File: src/rtl/fc1_weight_fifo.sv
// Weight-group FIFO feeding fc1: a registered head word plus a circular RAM,
// with (row, group) position tracking, an end-of-matrix pulse and sticky error flags.
module fc1_weight_fifo #(
    parameter int NUM_PE         = 4,
    parameter int DEPTH          = 16,
    parameter int GROUPS_PER_ROW = 33,
    parameter int ROWS           = 10
) (
    input  logic                                                    clk,
    input  logic                                                    rst,
    input  logic                                                    clear,
    input  logic                                                    wr_en,
    input  logic [31:0]                                             wr_data,
    output logic                                                    wr_ready,
    input  logic                                                    fc1_next,
    output logic [NUM_PE*8-1:0]                                     w_out,
    output logic                                                    w_valid,
    output logic [$clog2(DEPTH+1)-1:0]                              level,
    output logic [((ROWS > 1) ? $clog2(ROWS) : 1)-1:0]              row_idx,
    output logic [((GROUPS_PER_ROW > 1) ? $clog2(GROUPS_PER_ROW) : 1)-1:0] grp_idx,
    output logic                                                    done,
    output logic                                                    overflow,
    output logic                                                    underflow,
    input  logic                                                    err_clr
);

    localparam int LVL_W = $clog2(DEPTH + 1);
    localparam int RAM_D = DEPTH - 1;
    localparam int PTR_W = (RAM_D > 1) ? $clog2(RAM_D) : 1;
    localparam int CNT_W = $clog2(DEPTH);
    localparam int ROW_W = (ROWS > 1) ? $clog2(ROWS) : 1;
    localparam int GRP_W = (GROUPS_PER_ROW > 1) ? $clog2(GROUPS_PER_ROW) : 1;

    localparam logic [LVL_W-1:0] DEPTH_L    = LVL_W'(DEPTH);
    localparam logic [PTR_W-1:0] PTR_LAST   = PTR_W'(RAM_D - 1);
    localparam logic [ROW_W-1:0] ROW_LAST   = ROW_W'(ROWS - 1);
    localparam logic [GRP_W-1:0] GRP_LAST   = GRP_W'(GROUPS_PER_ROW - 1);

    generate
        if (NUM_PE * 8 != 32) begin : g_bad_num_pe
            $error("fc1_weight_fifo: NUM_PE*8 must equal 32");
        end
        if ((DEPTH < 2) || ((DEPTH & (DEPTH - 1)) != 0)) begin : g_bad_depth
            $error("fc1_weight_fifo: DEPTH must be a power of two >= 2");
        end
    endgenerate

    logic [31:0]      mem [0:RAM_D-1];
    logic [PTR_W-1:0] wr_ptr;
    logic [PTR_W-1:0] rd_ptr;
    logic [CNT_W-1:0] ram_cnt;

    logic full;
    logic ram_empty;
    logic pop;
    logic push;
    logic head_from_ram;
    logic head_from_in;
    logic ram_wr;
    logic grp_wrap;
    logic last_grp;
    logic ovf_evt;
    logic udf_evt;

    function automatic logic [PTR_W-1:0] ptr_inc(input logic [PTR_W-1:0] p);
        return (p == PTR_LAST) ? '0 : p + PTR_W'(1);
    endfunction

    always_comb begin
        full          = (level == DEPTH_L);
        ram_empty     = (ram_cnt == '0);
        pop           = fc1_next & w_valid;
        push          = wr_en & (~full | pop) & ~clear;
        head_from_ram = pop & ~ram_empty;
        // A word bypasses the RAM whenever the head would otherwise be empty.
        head_from_in  = push & (~w_valid | (pop & ram_empty));
        ram_wr        = push & ~head_from_in;
        grp_wrap      = pop & (grp_idx == GRP_LAST);
        last_grp      = grp_wrap & (row_idx == ROW_LAST);
        ovf_evt       = wr_en & full & ~pop;
        udf_evt       = fc1_next & ~w_valid;
    end

    assign wr_ready = ~full;

    always_ff @(posedge clk) begin
        if (ram_wr) begin
            mem[wr_ptr] <= wr_data;
        end
    end

    always_ff @(posedge clk or posedge rst) begin
        if (rst) begin
            w_out   <= '0;
            w_valid <= 1'b0;
            level   <= '0;
            wr_ptr  <= '0;
            rd_ptr  <= '0;
            ram_cnt <= '0;
            row_idx <= '0;
            grp_idx <= '0;
            done    <= 1'b0;
        end else if (clear) begin
            w_out   <= '0;
            w_valid <= 1'b0;
            level   <= '0;
            wr_ptr  <= '0;
            rd_ptr  <= '0;
            ram_cnt <= '0;
            row_idx <= '0;
            grp_idx <= '0;
            done    <= 1'b0;
        end else begin
            done <= last_grp;

            if (head_from_ram) begin
                w_out  <= mem[rd_ptr];
                rd_ptr <= ptr_inc(rd_ptr);
            end else if (head_from_in) begin
                w_out <= wr_data;
            end

            if (head_from_ram | head_from_in) begin
                w_valid <= 1'b1;
            end else if (pop) begin
                w_valid <= 1'b0;
            end

            if (ram_wr) begin
                wr_ptr <= ptr_inc(wr_ptr);
            end

            ram_cnt <= ram_cnt + CNT_W'(ram_wr) - CNT_W'(head_from_ram);

            case ({push, pop})
                2'b10:   level <= level + LVL_W'(1);
                2'b01:   level <= level - LVL_W'(1);
                default: level <= level;
            endcase

            if (pop) begin
                if (grp_wrap) begin
                    grp_idx <= '0;
                    row_idx <= last_grp ? '0 : row_idx + ROW_W'(1);
                end else begin
                    grp_idx <= grp_idx + GRP_W'(1);
                end
            end
        end
    end

    // Error flags survive clear; a new event in the err_clr cycle wins.
    always_ff @(posedge clk or posedge rst) begin
        if (rst) begin
            overflow  <= 1'b0;
            underflow <= 1'b0;
        end else begin
            overflow  <= ovf_evt | (overflow & ~err_clr);
            underflow <= udf_evt | (underflow & ~err_clr);
        end
    end

endmodule

File: config.mk
export PLATFORM = sky130hd
export DESIGN_NAME = fc1_weight_fifo
export DESIGN_NICKNAME = d
export VERILOG_FILES = /design/src/rtl/fc1_weight_fifo.sv
export SDC_FILE = /design/constraint.sdc
export NUM_CORES = 1
export LEC_CHECK = 0
export CORE_AREA = 5 5 354 182
export DETAILED_ROUTE_END_ITERATION = 16
export DIE_AREA = 0 0 359 187
export GPL_TIMING_DRIVEN = 0
export SLEW_MARGIN = 20
export SYNTH_ARGS = -nofsm -noshare
export SYNTH_HDL_FRONTEND = slang
export SYNTH_SLANG_ARGS = --single-unit
File: constraint.sdc
create_clock -name clk -period 5.9 [get_ports clk]
set_clock_uncertainty 0.15 [all_clocks]
set_input_delay 1.18 -clock clk [delete_from_list [all_inputs] [get_ports clk]]
set_output_delay 1.18 -clock clk [all_outputs]
set_load 0.02 [all_outputs]
# ---- Word level (Yosys, flattened, before mapping)
# Memory sizes are Yosys's and may differ from the RTL's.
# Index checks and enable logic that the tools add are counted.
dict set report classes {
  add_sub_neg 8
  n_eq_ne 7
  n_mux 25
  bitwise_logic 26
  n_reduce_logical 9
}
# op n
set op_table {}
lappend op_table {{32-bit two-way mux} 3}
lappend op_table {{4-bit two-way mux} 11}
lappend op_table {{6-bit two-way mux} 3}
lappend op_table {{1-bit bitwise AND} 14}
lappend op_table {{4-bit by 1-bit adder with 4-bit output, second input constant} 3}
lappend op_table {{4-bit == test, second input constant} 3}
lappend op_table {{5-bit one-hot mux with 2 select lines} 1}
lappend op_table {{3-bit nonzero test} 3}
lappend op_table {{2-bit nonzero test} 4}
lappend op_table {{1-bit NOT} 7}
lappend op_table {{6-bit by 1-bit adder with 6-bit output, second input constant} 1}
lappend op_table {{6-bit == test, second input constant} 1}
lappend op_table {{1-bit two-way mux} 6}
lappend op_table {{5-bit by 1-bit adder with 5-bit output, second input constant} 1}
lappend op_table {{5-bit == test, second input constant} 1}
lappend op_table {{5-bit two-way mux} 1}
lappend op_table {{1-bit OR} 5}
lappend op_table {{5-bit by 1-bit subtractor with 5-bit output, second input constant} 1}
lappend op_table {{4-bit by 1-bit adder with 4-bit output} 1}
lappend op_table {{4-bit logical NOT} 1}
lappend op_table {{4-bit by 1-bit subtractor with 4-bit output} 1}
lappend op_table {{2-bit by 1-bit == test with 1-bit output, second input constant} 1}
lappend op_table {{2-bit == test, second input constant} 1}
lappend op_table {{2-bit AND reduction} 1}
dict set report word_totals {
  reg_bits 63
  mem_bits_rw 480
  inputBits 38
  memories 1
}
# name words word_bits rd rd_ports_with_merged_regs write_ports line_no
set memory_table {}
lappend memory_table {mem 15 32 1 0 1 48} ;# logic [31:0] mem [0:RAM_D-1];

# ---- Longest topological paths before layout
# Gate-level depths: netlist of the first run.
dict set report logic_depth {
  word_depth 11
  depth_mapped 13
  depth_no_buf 13
}

# ---- Least setup slack after synthesis of the first run
# No wires, ideal clock.
dict set report synth_timing {
  path_type {input to register}
  start {input port clear}
  end {memory mem[2][0], enable pin}
  setup_ns 0.501
  arrival_ns 5.029
  setup_slack_ns 0.220
  path_stages 5
  path_cell_list {buf_2 -> and2b_1 -> o211a_1 -> nand2_1 -> nor4_1}
}
dict set report synth_via {
  elab_chain_len 7
}
# element line_no
set synth_lines {}
lappend synth_lines {{start: declaration} 11} ;# input logic clear,
lappend synth_lines {{1-bit NOT (*)} 73} ;# push = wr_en & (~full | pop) & ~clear;
lappend synth_lines {{1-bit bitwise AND (*)} 73}
lappend synth_lines {{1-bit bitwise AND} 76} ;# head_from_in = push & (~w_valid | (pop & ram_empty));
lappend synth_lines {{1-bit NOT} 77} ;# ram_wr = push & ~head_from_in;
lappend synth_lines {{1-bit bitwise AND (*)} 77}
lappend synth_lines {{1-bit two-way mux (*)} 87} ;# if (ram_wr) begin
lappend synth_lines {{1-bit two-way mux (implied by the code) (*)} 88} ;# mem[wr_ptr] <= wr_data;
lappend synth_lines {{end: declaration} 48}
# Mark *: on every way between the ends. The rest lies on a longest branch, timed or not.

# ---- Worst setup path after layout of the first run
dict set report layout_timing {
  start {input port clear}
  end {memory mem[0][28], enable pin}
}
# Same word-level chain as after synthesis.

==> results of run 1 <==
## Yosys cell counts, types with 3 or more instances
cell	instances	area (um^2)
clkbuf_1	13	48.8
nor4_1	23	144
nor2_1	33	124
o21ai_0	37	185
xnor2_1	3	26.3
and3_1	4	25.0
nand3_1	16	80.1
dfrtp_1	63	1580
a22o_1	19	166
and2_1	5	31.3
nor3_1	17	85.1
a2111oi_0	3	26.3
buf_1	4	15.0
mux2i_1	203	2030
nand2_1	54	203
mux4_2	10	225
nor2b_1	6	37.5
buf_2	28	140
a221o_1	32	320
a22oi_1	75	563
xor2_1	7	61.3
a31oi_1	4	25.0
a21oi_1	40	200
nand2b_1	5	31.3
edfxtp_1	480	14400
inv_1	16	60.1
buf_4	20	150
mux2_2	6	67.6
nand4_1	3	18.8
ha_1	13	163
or3_1	3	18.8
buf_6	6	67.6
## metal layers
| layer | vias to the layer above | GRT usage | routed length [um] |
|---|---|---|---|
| li1 | 5498 | - | - |
| met1 | 6143 | 0.220 | 24300 |
| met2 | 306 | 0.259 | 25500 |
| met3 | 74 | 0.0218 | 2430 |
| met4 | 0 | 0.0341 | 1040 |
| met5 | - | 0 | 0 |
## worst reg2reg max path, cell delays in order, from the launching register on
cell     delay (ns)
dfrtp_1        0.33
inv_1          0.05
ha_1           0.19
nor3b_4        0.21
a21oi_2        0.18
o211a_1        0.28
inv_2          0.09
or3_1          0.48
nor3_2         0.56
buf_4          0.28
buf_4          0.21
buf_4          0.22
## power groups by stage
stage / Sequential [mW] / Combinational (mW) / Clock, mW
3_5_place_dp: 4.37 / 0.685 / 0
3_3_place_gp: 4.37 / 0.663 / 0
5_1_grt: 4.29 / 0.731 / 3.39
2_1_floorplan: 4.41 / 0.335 / 0
4_1_cts: 4.29 / 0.687 / 3.22
6_report: 4.29 / 0.676 / 3.16
## cell type report
class                   count  area, um^2
plain buffers              74         462
clock buffers              72        1430
clock inverters            24         186
fillers                  5434       34800
inverters                  17        66.3
multi-input cells         653        5320
flip-flops and latches    543       16000
well taps                 825        1030
repair buffers            132        1380
## per-stage QoR
step | hold WS, ns | TNS (ns) | utilization
after global placement | 0.326 | -431.68 | 0.389
after CTS | 0.342 | 0 | 0.426
after detailed placement | 0.328 | 0 | 0.399
after global routing | 0.346 | 0 | 0.426
final | 0.338 | 0 | 0.426
after floorplan | 0.423 | 0 | -
## kinds of logic after synthesis
family,after synthesis,synth area share
AO/OA/AOI/OAI,227,0.0758
XOR/XNOR,10,0.00403
adder cells (fa/ha/maj),14,0.00841
buffers and inverters,91,0.0242
flip-flops,543,0.736
multiplexers,219,0.107
AND/OR/NAND/NOR,183,0.0440
## registers in the layout (all words and copies together) (netlist names)
register and cells:
ram_cnt 4, w_valid 1, overflow 1, done 1, mem 480, rd_ptr 4, wr_ptr 4, grp_idx 6
row_idx 4, underflow 1, level 5, w_out 32
## worst paths after layout
check                            from         end  cells past startpoint
hold / removal               overflow    overflow                      1
min in group asynchronous         rst    w_out[8]                      2
setup / recovery                clear  mem[0][28]                      9
max in group asynchronous         rst    w_out[4]                      3
hold reg to reg              overflow    overflow                      1
setup reg to reg           ram_cnt[2]  mem[0][28]                     11
==> results.yml, run 1 <==
sta:
  setup_ws_ns: 2.21
  drv_slew: 0
  min_period_ns: 3.69
  relSlewSlack: 0.436
  rsz0062_at_grt: "false"
  setup_viol: 0
  hold_viol: 0
  tightest_slew_ns: 0.840
  max_freq_mhz: 271
  fin_crit_sh: 0.626
clock_tree:
  cts_buffer_depth: 3
  clkLatencyLatePin_ns: 0.56
  clock_sinks: 543
  cts.htree.levels: 2
  cts_tree: "built"
  cts-resized-gates: 0
  root_buffer: "clkbuf_16"
  cts.reportedPaths.clkPinSlew_ns: 0.06
  hold_buffers: 0
  cts_setup_buffers: 0
  cts_buffers: 51
place:
  dpl_cell_area_um2: 24200
  port_buffers: 86
  dp_slack_ns: 1.66
  gp_congestion: 0.742
  dp_cells: 2244
  dpl.hpwl_mm: 35.6
worst_setup_path:
  critical_path_class: "in -> reg"
  cp_common_cell: "buf_4"
  cp-start-kind: "input pin"
  worst-path-buf-inv: 5
  crit_fanout: 9
  crit_chain: "buf_2 -> and2b_1 -> o211a_1 -> inv_2 -> or3_1 -> nor3_2 -> buf_4 -> buf_4 -> buf_4"
  crit_family: "simple AND/OR/NAND/NOR gates"
  cp_slowest_cell: "nor3_2"
  slowest_delay_ns: 0.56
  setup.worst_path.end_class: "register"
  ff2ff_setup_slack_ns: 2.39
  crit_required_ns: 6.02
  worstPathArrival_ns: 3.81
run:
  maxCapViolations: 0
floorplan:
  start_util: 0.358
  design.core.area_um2: 60700
  fp.dieH_um: 187
  dieWidth_um: 359
  ios: 90
  dieArea_um2: 67100
  rows: 64
synthesis:
  synth_seq_cells: 543
  synth.avg_cell_area_um2: 16.9
  synth_edf_count: 480
  synthArstFlopShare: 0.116
  yosys_warnings: 0
  synthCells: 1287
  yosysSeqAreaShare: 0.736
  netlist-cell-type-count: 60
  synth_area_um2: 21700
  ys.flop_type: "edfxtp_1"
  synth_fp_nets: 1339
outcome:
  outcome: "completed"
routing:
  ant_nets: 0
  drt_iter0_markers: 943
  num_vias: 12021
  post_drt_via_cell_ratio: 5.14
  drc: 0
  wl_per_cell_um: 22.8
  wirelength_mm: 53.3
  firstDrtPassIters: 5
power_and_ir_drop:
  clkPwrFrac: 0.389
  power_density_nw_per_um2: 314
  netSwitchingPower_mw: 1.82
  ir_drop_v: 0.000224
  p_int_mw: 6.30
  p_total_mw: 8.12
  switching_share: 0.224
  p_leak_nw: 8.33
  power.share.combinational: 0.083
  pwr-share-seq: 0.528
grt:
  grt_start_max_net_pins: 38
  grt_pass1_vias: 12187
  grt_pass1_wl_mm: 79.8
  antenna_found_initial: 0
  grt_usage: 0.156
  grt-ovfl-total: 0
layout:
  nNetsFinal: 1524
  mostFrequentLayoutCells: "480 x edfxtp_1, 203 x mux2i_1, 86 x clkdlybuf4s50_1"
  layout_commonest_cell: "edfxtp_1"
  stdcell_count: 2340
  antenna_cells: 0
  design_area_um2: 25900
  syn_to_final_growth_pct: 19.1
  drive_gt1_frac: 0.145
worst_hold_path:
  min_path_type: "reg -> reg"
(Power assumes the default switching activity.)
==> run 2, diff against run 1 <==
==> constraint.sdc (replaced) <==
create_clock -name clk -period 3.05 [get_ports clk]
set_clock_uncertainty 0.15 [all_clocks]
set_input_delay 0.61 -clock clk [delete_from_list [all_inputs] [get_ports clk]]
set_output_delay 0.61 -clock clk [all_outputs]
set_load 0.02 [all_outputs]
==> run 2 against run 1 <==
Hold slack worse by 0.14 ns; sequential share of layout area shrank 0.91 points; flip-flop and latch count unchanged; clock-buffer cell count is 6 higher; total power up 99%; global-route usage down 0.19 points; critical path type is now reg -> reg; critical endpoint is now mem[11][30]; largest cell class unchanged; highest routed layer unchanged.
==> results.yml, run 2 (synthesis results as in run 1) <==
outcome:
  outcome: "completed"
worst_setup_path:
  critical_path_class: "reg -> reg"
  crit_required_ns: 3.17
  crit_start: "ram_cnt[2]"
  ff2ff_setup_slack_ns: 0.11
  slowest_delay_ns: 0.69
  worstPathArrival_ns: 3.06
  r2r_end: "mem[11][30]"
  worst-path-buf-inv: 2
  cp_slowest_cell: "nor2_4"
  crit_family: "simple AND/OR/NAND/NOR gates"
  reg2reg_from: "ram_cnt[2]"
  setup.worst_path.end_class: "register"
  reg2reg_depth: 8
  crit_fanout: 17
  crit_chain: "inv_1 -> ha_1 -> nor3b_4 -> a21oi_2 -> o211a_4 -> nand3_1 -> nor2_4 -> buf_16"
  cp-start-kind: "register"
clock_tree:
  cts.htree.levels: 2
  cts-resized-gates: 0
  cts_buffers: 52
  clock_sinks: 543
  cts_tree: "built"
  hold_buffers: 0
  root_buffer: "clkbuf_16"
  cts_buffer_depth: 3
  clkLatencyLatePin_ns: 0.58
  cts.reportedPaths.clkPinSlew_ns: 0.06
layout:
  mostFrequentLayoutCells: "480 x edfxtp_1, 203 x mux2i_1, 86 x clkdlybuf4s50_1"
  drive_gt1_frac: 0.151
  nNetsFinal: 1530
  reg_top3: "mem: 480 flops, w_out: 32 flops, grp_idx: 6 flops"
  largest_reg_flops: 480
  syn_to_final_growth_pct: 20.9
  stdcell_count: 2346
  layout_commonest_cell: "edfxtp_1"
  antenna_cells: 0
  top_register: "mem"
place:
  dpl.hpwl_mm: 35.6
  gp_congestion: 0.763
  dp_slack_ns: -0.165
  dp_cells: 2225
  port_buffers: 86
sta:
  drv_slew: 0
  hold_viol: 0
  fin_crit_sh: 0.964
  relSlewSlack: 0.393
  hold_slack_ns: 0.198
  tightest_slew_ns: 0.904
  setup_ws_ns: 0.109
  min_period_ns: 2.94
  max_freq_mhz: 340
  setup_viol: 0
  setup_total_negative_slack_ns: 0
grt:
  grt-ovfl-total: 0
  grt_pass1_wl_mm: 79.2
  grt_pass1_vias: 12329
  antenna_found_initial: 0
  grt_start_max_net_pins: 45
  grt_usage: 0.154
floorplan:
  start_util: 0.358
  ios: 90
  design.core.area_um2: 60700
  dieArea_um2: 67100
  rows: 64
  dieWidth_um: 359
  fp.dieH_um: 187
power_and_ir_drop:
  ir_drop_v: 0.000402
  power_density_nw_per_um2: 616
  p_leak_nw: 8.45
routing:
  post_drt_via_cell_ratio: 5.23
  num_vias: 12267
  firstDrtPassIters: 5
  wirelength_mm: 53.4
  drc: 0
  wl_per_cell_um: 22.8
  drt_iter0_markers: 1078
  ant_nets: 0
worst_hold_path:
  min_path_type: "in -> async"
run:
  maxCapViolations: 0
run 2: cell types whose count changed in the layout (fill, tap and decap cells not counted), sizes merged:
cell      previous run  this run
clkbuf              86        92
buf                106       111
clkinv              18        14
bufinv               2         5
clkinvlp             2         0
inv                 19        17
run 2: final cells by class:
| type | count | area, um^2 |
|---|---|---|
| repair buffers | 137 | 1580 |
| inverters | 17 | 66.3 |
| clock buffers | 78 | 1500 |
| plain buffers | 74 | 464 |
| multi-input cells | 653 | 5380 |
| fillers | 5337 | 34500 |
| clock inverters | 19 | 231 |
| well taps | 825 | 1030 |
| flip-flops and latches | 543 | 16000 |
run 2: stage by stage:
stage          utilization  instance area (um^2)  power, mW
5_1_grt              0.432                 26200       16.7
2_1_floorplan            -                 21800       9.18
4_1_cts              0.430                 26100       16.3
6_report             0.432                 26200       16.2
3_3_place_gp         0.390                 23700       9.73
3_5_place_dp         0.400                 24300       9.78
run 2: how the worst max path moves through the flow:
stage                             end  slack, ns  depth (start not counted)
after detailed placement   mem[2][30]      -0.17                          7
after CTS                  mem[0][29]      0.005                         10
after floorplan             mem[7][0]      -0.32                          5
final                     mem[11][30]       0.11                          8
after global placement     mem[13][4]      -1.96                          5
after global routing      mem[11][11]     -0.003                          8
run 2: worst reg2reg max path: stages (launching register included):
cell and delay [ns]:
dfrtp_1 0.32, inv_1 0.05, ha_1 0.19, nor3b_4 0.18
a21oi_2 0.20, o211a_4 0.25, nand3_1 0.33, nor2_4 0.69
buf_16 0.26
run 2: where the power goes:
part / switching (mW) / internal [mW]
Sequential: 0.0818 / 8.21
Clock: 2.70 / 3.83
Combinational: 0.788 / 0.574
Total: 3.57 / 12.6
run 2: timing repair:
item / 4_1_cts / 5_1_grt
pin swaps: 4 / 8
buffers inserted: 6 / 18
setup endpoints to repair: 93 / 117
cloned: 0 / 0
run 2: per-layer routing:
metal  track usage  vias to the layer above  share of wire
met5             0                        -              0
met2         0.254                      349           0.48
li1              -                     5504              -
met1         0.213                     6335           0.44
met3        0.0242                       79          0.055
met4        0.0419                        0          0.025
==> run 3, diff against run 2 <==
--- a/config.mk
+++ b/config.mk
@@ -5,10 +5,11 @@
 export SDC_FILE = /design/constraint.sdc
 export NUM_CORES = 1
 export LEC_CHECK = 0
-export CORE_AREA = 5 5 354 182
+export CORE_AREA = 5 5 287 149
 export DETAILED_ROUTE_END_ITERATION = 16
-export DIE_AREA = 0 0 359 187
+export DIE_AREA = 0 0 292 154
 export GPL_TIMING_DRIVEN = 0
+export PLACE_DENSITY = 0.76
 export SLEW_MARGIN = 20
 export SYNTH_ARGS = -nofsm -noshare
 export SYNTH_HDL_FRONTEND = slang
==> run 3 against run 2 <==
Wire length grew 2.7%; critical path type is now reg -> out; first-iteration DRC count grew 55%; setup slack gained 0.0055 ns; highest routed layer unchanged; flip-flop and latch count is the same; global-route usage grew 8.5 points; largest cell class unchanged; clock-buffer cell count shrank 4; hold slack gained 0.050 ns; clock power shrank 11%.
==> results.yml, run 3 (synthesis results as in run 1) <==
worst_setup_path:
  crit_chain: "nor2_1 -> nand3_2 -> clkdlybuf4s50_1"
  slowest_delay_ns: 0.60
  crit_family: "buffers and inverters"
  worstPathArrival_ns: 2.18
  setup.worst_path.end_class: "output pin"
  crit_fanout: 7
  worst-path-buf-inv: 1
  cp_slowest_cell: "clkdlybuf4s50_1"
  crit_required_ns: 2.29
  cp-start-kind: "register"
  critical_path_class: "reg -> out"
routing:
  wl_per_cell_um: 26.8
  post_drt_via_cell_ratio: 6.16
  met3WireLength_mm: 6.77
  wirelength_mm: 54.9
  wl_met1_mm: 23.4
  num_vias: 12641
  firstDrtPassIters: 5
  drc: 0
  wl_met2_mm: 23.9
  highest_layer: "met4"
  drt_iter0_markers: 1667
  ant_nets: 0
clock_tree:
  clkLatencyLatePin_ns: 0.58
  hold_buffers: 0
  clock_sinks: 543
  cts.htree.levels: 2
  cts_tree: "built"
  cts_buffers: 46
  cts_buffer_depth: 3
  cts.reportedPaths.clkPinSlew_ns: 0.07
  root_buffer: "clkbuf_16"
power_and_ir_drop:
  p_leak_nw: 8.32
  power_density_nw_per_um2: 603
  ir_drop_v: 0.000478
layout:
  nNetsFinal: 1525
  drive_gt1_frac: 0.146
  largest_reg_flops: 480
  antenna_cells: 0
  syn_to_final_growth_pct: 18.1
  seqCellArea_um2: 16000
  reg_top3: "mem: 480 flops, w_out: 32 flops, grp_idx: 6 flops"
  multi_input_area_um2: 5380
  fill_cells: 2783
  top_register: "mem"
  mostFrequentLayoutCells: "480 x edfxtp_1, 203 x mux2i_1, 86 x clkdlybuf4s50_1"
  layout_commonest_cell: "edfxtp_1"
grt:
  grt_start_max_net_pins: 42
  grt-ovfl-total: 0
  grt_pass1_vias: 12176
  antenna_found_initial: 1
  grt_pass1_wl_mm: 79.9
  grt_usage: 0.239
floorplan:
  rows: 52
  start_util: 0.545
  dieArea_um2: 45000
  fp.dieH_um: 154
  design.core.area_um2: 39800
  ios: 90
  dieWidth_um: 292
sta:
  setup_viol: 0
  relSlewSlack: 0.423
  fin_crit_sh: 0.962
  min_period_ns: 2.94
  setup_total_negative_slack_ns: 0
  tightest_slew_ns: 0.859
  hold_slack_ns: 0.248
  setup_ws_ns: 0.115
  hold_viol: 0
  max_freq_mhz: 341
  drv_slew: 0
outcome:
  outcome: "completed"
place:
  dp_slack_ns: -0.488
  dpl.hpwl_mm: 36.1
  port_buffers: 86
  gp_congestion: 0.828
run:
  maxCapViolations: 0
worst_hold_path:
  min_path_type: "in -> async"
==> run 3: cell types whose count changed in the layout (fill, tap and decap cells not counted), moves of 2 or more <==
cell,before,now
clkinv_1,3,1
clkbuf_1,32,34
clkinv_2,9,4
clkbuf_16,55,46
clkbuf_8,4,7
inv_6,0,2
bufinv_16,5,2
buf_4,42,40
==> run 3: worst reg2reg max path, cell delays in order (launching register included) <==
cell	delay, ns
dfrtp_1	0.32
inv_1	0.06
ha_1	0.21
nor3b_4	0.19
a21oi_2	0.19
o211a_4	0.25
nand3_1	0.33
nor2_4	0.61
buf_12	0.27
==> run 3: timing repair <==
action,in CTS,in global routing
setup buffers,9,14
pin swaps,7,3
setup endpoints to repair,111,69
gates resized for setup,0,0
hold endpoints to repair,0,0
==> run 3: per-stage QoR <==
step                cell area (um^2)   util  power [mW]  std cells
floorplan                      21800      -        9.18       1287
global placement               23300  0.586        9.71       1913
detailed placement             23900  0.601        9.77       1942
CTS                            25500  0.640        15.5       2037
global route                   25600  0.644        16.0       2051
finish                         25600  0.644        15.5       2051
==> run 3: path summary, 6_finish.rpt <==
check / from / end / slack (ns) / cells past startpoint
max: level[1] / wr_ready / 0.11 / 3
min: rst / w_out[6] / 0.25 / 2
max reg2reg: ram_cnt[2] / mem[7][14] / 0.14 / 8
min reg2reg: overflow / overflow / 0.36 / 1
max in group asynchronous: rst / w_out[16] / 1.92 / 3
min in group clk: wr_en / overflow / 0.25 / 3
==> run 3: power breakdown <==
part	leakage, nW	internal, mW	switching, mW
sequential	5.17	8.21	0.0929
clock	0.708	3.17	2.63
combinational	2.45	0.574	0.804
total	8.32	11.9	3.53
==> run 3: area by class of cell <==
class                   count  share of cell area
clock buffers              74              0.0517
multi-input cells         653               0.210
well taps                 540              0.0263
plain buffers              74              0.0181
repair buffers            138              0.0627
flip-flops and latches    543               0.623
clock inverters            12             0.00522
inverters                  17             0.00259
==> run 3: per-layer routing <==
metal | global-route usage | up-vias
met5 | 0 | -
met2 | 0.347 | 730
met1 | 0.366 | 6359
li1 | - | 5482
met3 | 0.0711 | 70
met4 | 0.0401 | 0
